[config.mk]
export PLATFORM = sky130hd
export DESIGN_NAME = sync_fifo_pro
export DESIGN_NICKNAME = d
export VERILOG_FILES = /design/src/rtl/sync_fifo_pro.sv
export SDC_FILE = /design/constraint.sdc
export NUM_CORES = 1
export LEC_CHECK = 0
export ABC_AREA = 1
export CORE_UTILIZATION = 60
export CTS_CLUSTER_DIAMETER = 200
export CTS_CLUSTER_SIZE = 24
export DETAILED_ROUTE_END_ITERATION = 8
export GPL_TIMING_DRIVEN = 0
export PLACE_DENSITY_LB_ADDON = 0.1
export SLEW_MARGIN = 0
export SYNTH_ARGS = -nofsm -noshare
export SYNTH_HDL_FRONTEND = slang
export SYNTH_SLANG_ARGS = --single-unit
[constraint.sdc]
create_clock -name clk -period 5.1 [get_ports clk]
set_clock_uncertainty 0.2 [all_clocks]
set_input_delay 0.51 -clock clk [delete_from_list [all_inputs] [get_ports clk]]
set_output_delay 0.51 -clock clk [all_outputs]
set_load 0.03 [all_outputs]
[src/rtl/sync_fifo_pro.sv]
// Single-clock FIFO with pointer-difference occupancy, threshold flags and optional FWFT read port.
// Define SYNC_FIFO_ERR_EN to enable the sticky overflow/underflow flags (tied low otherwise).
module sync_fifo_pro #(
  parameter int DATA_WIDTH  = 32,
  parameter int DEPTH_WIDTH = 4,
  parameter int AFULL_TH    = 14,
  parameter int AEMPTY_TH   = 2,
  parameter int FWFT        = 0
) (
  input  logic                   clk,
  input  logic                   rstn,
  input  logic                   w_en,
  input  logic [DATA_WIDTH-1:0]  write_data,
  input  logic                   r_en,
  output logic [DATA_WIDTH-1:0]  read_data,
  output logic                   read_valid,
  output logic                   fifo_full,
  output logic                   fifo_empty,
  output logic                   almost_full,
  output logic                   almost_empty,
  output logic [DEPTH_WIDTH:0]   fill_count,
  output logic                   overflow,
  output logic                   underflow,
  input  logic                   err_clr
);

  localparam int DEPTH = 2 ** DEPTH_WIDTH;
  localparam logic [DEPTH_WIDTH:0] DEPTH_C  = {1'b1, {DEPTH_WIDTH{1'b0}}};
  localparam logic [DEPTH_WIDTH:0] PTR_ONE  = {{DEPTH_WIDTH{1'b0}}, 1'b1};
  localparam logic [DEPTH_WIDTH:0] AFULL_C  = (DEPTH_WIDTH + 1)'(AFULL_TH);
  localparam logic [DEPTH_WIDTH:0] AEMPTY_C = (DEPTH_WIDTH + 1)'(AEMPTY_TH);

  generate
    if ((AFULL_TH < 1) || (AFULL_TH > DEPTH) || (AEMPTY_TH < 0) || (AEMPTY_TH >= DEPTH)) begin : g_param_check
      $error("sync_fifo_pro: AFULL_TH must be 1..DEPTH and AEMPTY_TH must be 0..DEPTH-1");
    end
  endgenerate

  logic [DATA_WIDTH-1:0]  mem_r [DEPTH];
  logic [DEPTH_WIDTH:0]   w_ptr_r;
  logic [DEPTH_WIDTH:0]   r_ptr_r;
  logic [DEPTH_WIDTH:0]   fill_s;
  logic                   full_s;
  logic                   empty_s;
  logic                   wr_accept_s;
  logic                   rd_accept_s;

  // The extra pointer MSB distinguishes full from empty when the address bits match.
  assign fill_s      = w_ptr_r - r_ptr_r;
  assign full_s      = (fill_s == DEPTH_C);
  assign empty_s     = (w_ptr_r == r_ptr_r);
  assign wr_accept_s = w_en & ~full_s;
  assign rd_accept_s = r_en & ~empty_s;

  assign fill_count   = fill_s;
  assign fifo_full    = full_s;
  assign fifo_empty   = empty_s;
  assign almost_full  = (fill_s >= AFULL_C);
  assign almost_empty = (fill_s <= AEMPTY_C);

  // Pointer advance on accepted transfers; reset discards all stored words.
  always_ff @(posedge clk or negedge rstn) begin
    if (!rstn) begin
      w_ptr_r <= {(DEPTH_WIDTH + 1){1'b0}};
      r_ptr_r <= {(DEPTH_WIDTH + 1){1'b0}};
    end else begin
      if (wr_accept_s) begin
        w_ptr_r <= w_ptr_r + PTR_ONE;
      end
      if (rd_accept_s) begin
        r_ptr_r <= r_ptr_r + PTR_ONE;
      end
    end
  end

  // Storage array, deliberately left out of reset.
  always_ff @(posedge clk) begin
    if (wr_accept_s) begin
      mem_r[w_ptr_r[DEPTH_WIDTH-1:0]] <= write_data;
    end
  end

  generate
    if (FWFT == 0) begin : g_reg_read
      logic [DATA_WIDTH-1:0] read_data_r;
      logic                  read_valid_r;

      // Registered pop: data lands one cycle after the accepted read and then holds.
      always_ff @(posedge clk or negedge rstn) begin
        if (!rstn) begin
          read_data_r  <= {DATA_WIDTH{1'b0}};
          read_valid_r <= 1'b0;
        end else begin
          read_valid_r <= rd_accept_s;
          if (rd_accept_s) begin
            read_data_r <= mem_r[r_ptr_r[DEPTH_WIDTH-1:0]];
          end
        end
      end

      assign read_data  = read_data_r;
      assign read_valid = read_valid_r;
    end else begin : g_fwft_read
      assign read_data  = mem_r[r_ptr_r[DEPTH_WIDTH-1:0]];
      assign read_valid = ~empty_s;
    end
  endgenerate

`ifdef SYNC_FIFO_ERR_EN
  logic overflow_r;
  logic underflow_r;

  // Sticky error flags; a new error in the clear cycle wins over err_clr.
  always_ff @(posedge clk or negedge rstn) begin
    if (!rstn) begin
      overflow_r  <= 1'b0;
      underflow_r <= 1'b0;
    end else begin
      overflow_r  <= (w_en & full_s) | (overflow_r & ~err_clr);
      underflow_r <= (r_en & empty_s) | (underflow_r & ~err_clr);
    end
  end

  assign overflow  = overflow_r;
  assign underflow = underflow_r;
`else
  logic unused_err_clr_s;
  assign unused_err_clr_s = err_clr;
  assign overflow         = 1'b0;
  assign underflow        = 1'b0;
`endif

endmodule

==> results list <==
- After filler insertion, the fill cell instance count of the layout stands at 2728.
- Data on the critical path arrives at its endpoint at 4.14 ns.
* Final weighted congestion in routability-driven placement: 0.8498
- After detailed routing, the wire length on met1 is 23370 microns.
- Pre-CTS WS: 0.8752 ns
- Antenna-violating nets left: 0
- First-pass GRT wire length: just under 90000 microns
- Slowest-stage cell, CP: sky130_fd_sc_hd__clkdlybuf4s50_1
- Area of the core region: 37760 sq um
- Capture point of the critical path: almost_empty
- Drt total wl: 59780 microns
- For the worst flop-to-flop path, the logic depth is 13.
* Most frequent standard cell in the layout excluding fill and tap cells: sky130_fd_sc_hd__nand2_1
- Area Growth Syn to Fin: 11.73%
* Height of the die: 198.0 microns
- Clock transition at the registers of the reported paths: 0.10 ns
- The analysis attributes to cell leakage a power of 10.01 nW.
- Max Buffers Root-to-Sink: 3
* Commonest cells after routing, fill and taps aside: sky130_fd_sc_hd__nand2_1, sky130_fd_sc_hd__edfxtp_1, sky130_fd_sc_hd__nand3_1, sky130_fd_sc_hd__inv_1, sky130_fd_sc_hd__nor2_1
- Hold-fix buffers at CTS: 1
* Htree depth: 1
- First-pass iteration count of the detailed router: 6
- DRC violations left: 0
- In the synthesized netlist, the number of instances is 2079.
- Dividing the detail-routed wire length by the instance count gives 21.86 microns.
- The repair_antennas step left the layout with diodes totalling 0.
* FF-to-FF setup slack: 0.74 ns
- Total setup violations reported at the end of the flow: 0
- R2r startpoint: r_ptr_r[2]$_DFFE_PN0P_
- The tree built by TritonCTS fans out to 555 sinks.
* Worst setup path startpoint: r_ptr_r[2]$_DFFE_PN0P_
- Syn Area/Cell: ~11 sq um
* Met2 WL: 27910 microns
- Once detailed placement completed, the half-perimeter wirelength came to 40140 microns.
- Final worst path period share: about 95%
- Count of state elements after synthesis: between 500 and 600
* Die X-Extent: 198.0 microns
- The final layout contains 2251 nets.
- Overall fraction of global-route tracks in use: 31.22%
- Sequential cells were found to cover just over 70% of the synthesized design area.
- Shortest period the worst path allows: around 4.8 ns
- The worst setup path is captured at an output pin.
- The initial utilization of the core area, before any placement, comes to 61.04%.
- Entering global routing, the biggest net connects 28 pins.
- CTS tree: done
* Worst-case headroom to the max-slew limit: 35.89%
* Starting DRC count in detailed routing: roughly 1900
- Once the clock tree was built, the resizer swapped 0 gates to a different size.
- The count of endpoints failing hold in the final timing report came to 0.
* Setup total negative slack: 0 ns
- Critical Path Most Common Cell: sky130_fd_sc_hd__nand2_1
- Highest cell delay on the worst timing path: 0.70 ns
- Critical path type: reg2out
- Setup crit start kind: flop
- Ratio of total power to cell area: 556.3 nW/um^2
- Root buffer selected by CTS: sky130_fd_sc_hd__clkbuf_16
- Capture point of the worst reg-to-reg path: mem_r[7][3]$_DFFE_PP_
- Initial antenna violation count: 0
- Setup repair after global routing left no endpoint under its margin.
- IR Drop Worst-Case VDD: 0.3802 mV
* Number of global-route vias before repair: 14800
* Setup slack after layout: 0.2516 ns
* Max Freq: 206.3 MHz
- Met3 wire length: between 6000 and 7000 microns
- Input/output buffers: 77
* Share of layout cells above drive strength 1: 7.464%
* Number of max-cap violations: 0
* CTS Buf Count: 27
- Hold Crit Class: in2async
* Row cnt: 71
- 81 I/O pins were placed.
* Syn Std Cell Area: between 20000 and 25000 sq um
* Peak fanout along the critical path: 10
* Run status: completed
- The clock reaches the later pin of the worst-skew pair after 0.59 ns.
- Total gr overflow: 0
- Worst path cell trace: buf_2 -> clkinv_1 -> clkbuf_1 -> ha_1 -> nand3_1 -> nand2_1 -> nand2_1 -> nand2_1 -> inv_1 -> nor3_1 -> clkdlybuf4s50_1
* Transition time at the pin with the least slew margin: 0.9617 ns
* Top metal layer carrying routed signals: met4
- Post-CTS Repair Setup Buffers: 0
- The routed layout has 15580 vias.
- During synthesis, Yosys emitted a total of 0 warnings.
- STA puts the critical path data required time at 4.39 ns.
* Max-slew violation count: 0
- The die covers 39200 sq um.
* Library cells used by synthesis: 32
* Via count normalized by instance count: about 5.7
==> sequential cells by signal (all words and copies together), names as in the netlist <==
name        cells
read_valid      1
mem_r         512
w_ptr_r         5
r_ptr_r         5
read_data      32
==> per-layer routing <==
layer / global-route usage, % / up-vias
li1: - / 7157
met1: 43.67 / 7425
met2: 49.77 / 860
met3: 4.803 / 133
met4: 12.20 / 0
met5: 0 / -
==> critical path: cells and delay by family (launching register included) <==
family | cells | cell delay, ns
buffers and inverters | 5 | 2.03
adders and majority gates | 1 | 0.56
and+or+nand+nor | 5 | 0.61
DFF | 1 | 0.34
==> report_power, final <==
part           total (W)  switching, W  internal [W]
Combinational    0.00619       0.00433       0.00186
Sequential       0.00574      0.000202       0.00554
Clock            0.00240       0.00138       0.00102
Total             0.0143       0.00591       0.00841
==> cell type report <==
cell class	count	area, sq um	area share (%)
plain buffers	111	614.3	2.386
clock buffers	47	750.7	2.915
inverters	149	563.0	2.187
multi-input cells	1265	5532	21.48
clock inverters	2	38.79	0.1506
flip-flops and latches	555	16450	63.89
well taps	511	639.4	2.483
repair buffers	95	1161	4.509
==> through the flow <==
stage / instances / hold slack, ns / total power (W) / utilization [%] / area [sq um]
final: 2735 / 0.2419 / 0.01433 / 68.20 / 25750
after global routing: 2735 / 0.2682 / 0.01500 / 68.20 / 25750
after CTS: 2735 / 0.2382 / 0.01428 / 68.20 / 25750
after detailed placement: 2685 / 0.3210 / 0.01195 / 66.08 / 24950
after global placement: 2668 / 0.2984 / 0.01167 / 64.79 / 24460
after floorplan: 2080 / 0.01441 / 0.009534 / - / 23050
==> synthesized netlist by cell type, drive strengths merged <==
library cell  instances  share of area (%)
xor2                  8               0.34
nand3               266                5.9
nand2               723                 12
o21ai                35               0.76
edfxtp              512                 67
nor3                  2              0.043
nand3b                1              0.033
clkinv                2              0.038
buf                  93                2.4
clkbuf               18               0.29
a21oi                65                1.4
conb                  1              0.016
fa                    1              0.087
or2                   1              0.027
nor2                152                2.6
ha                    9               0.49
dfrtp                43                4.7
inv                 147                2.4
==> worst min-delay path by stage <==
stage                                            to  slack, ns  depth (start not counted)
after floorplan              r_ptr_r[0]$_DFFE_PN0P_       0.01                          0
after global placement       w_ptr_r[4]$_DFFE_PN0P_       0.30                          2
after detailed placement  read_data[24]$_DFFE_PN0P_       0.32                          1
after CTS                 read_data[30]$_DFFE_PN0P_       0.24                          2
after global routing       read_data[0]$_DFFE_PN0P_       0.27                          2
final                     read_data[24]$_DFFE_PN0P_       0.24                          2
==> kinds of logic (layout without fill, tap and decap cells) <==
group,count (synthesis),in the layout,synth area share [%]
flops,555,555,71.38
simple gates,1145,1145,20.41
buf+inv,260,404,5.109
fa+ha+maj,10,10,0.5755
other cells,1,2,0.01627
compound gates,100,100,2.172
xor+xnor,8,8,0.3366
Power figures use the tool's default switching activity.
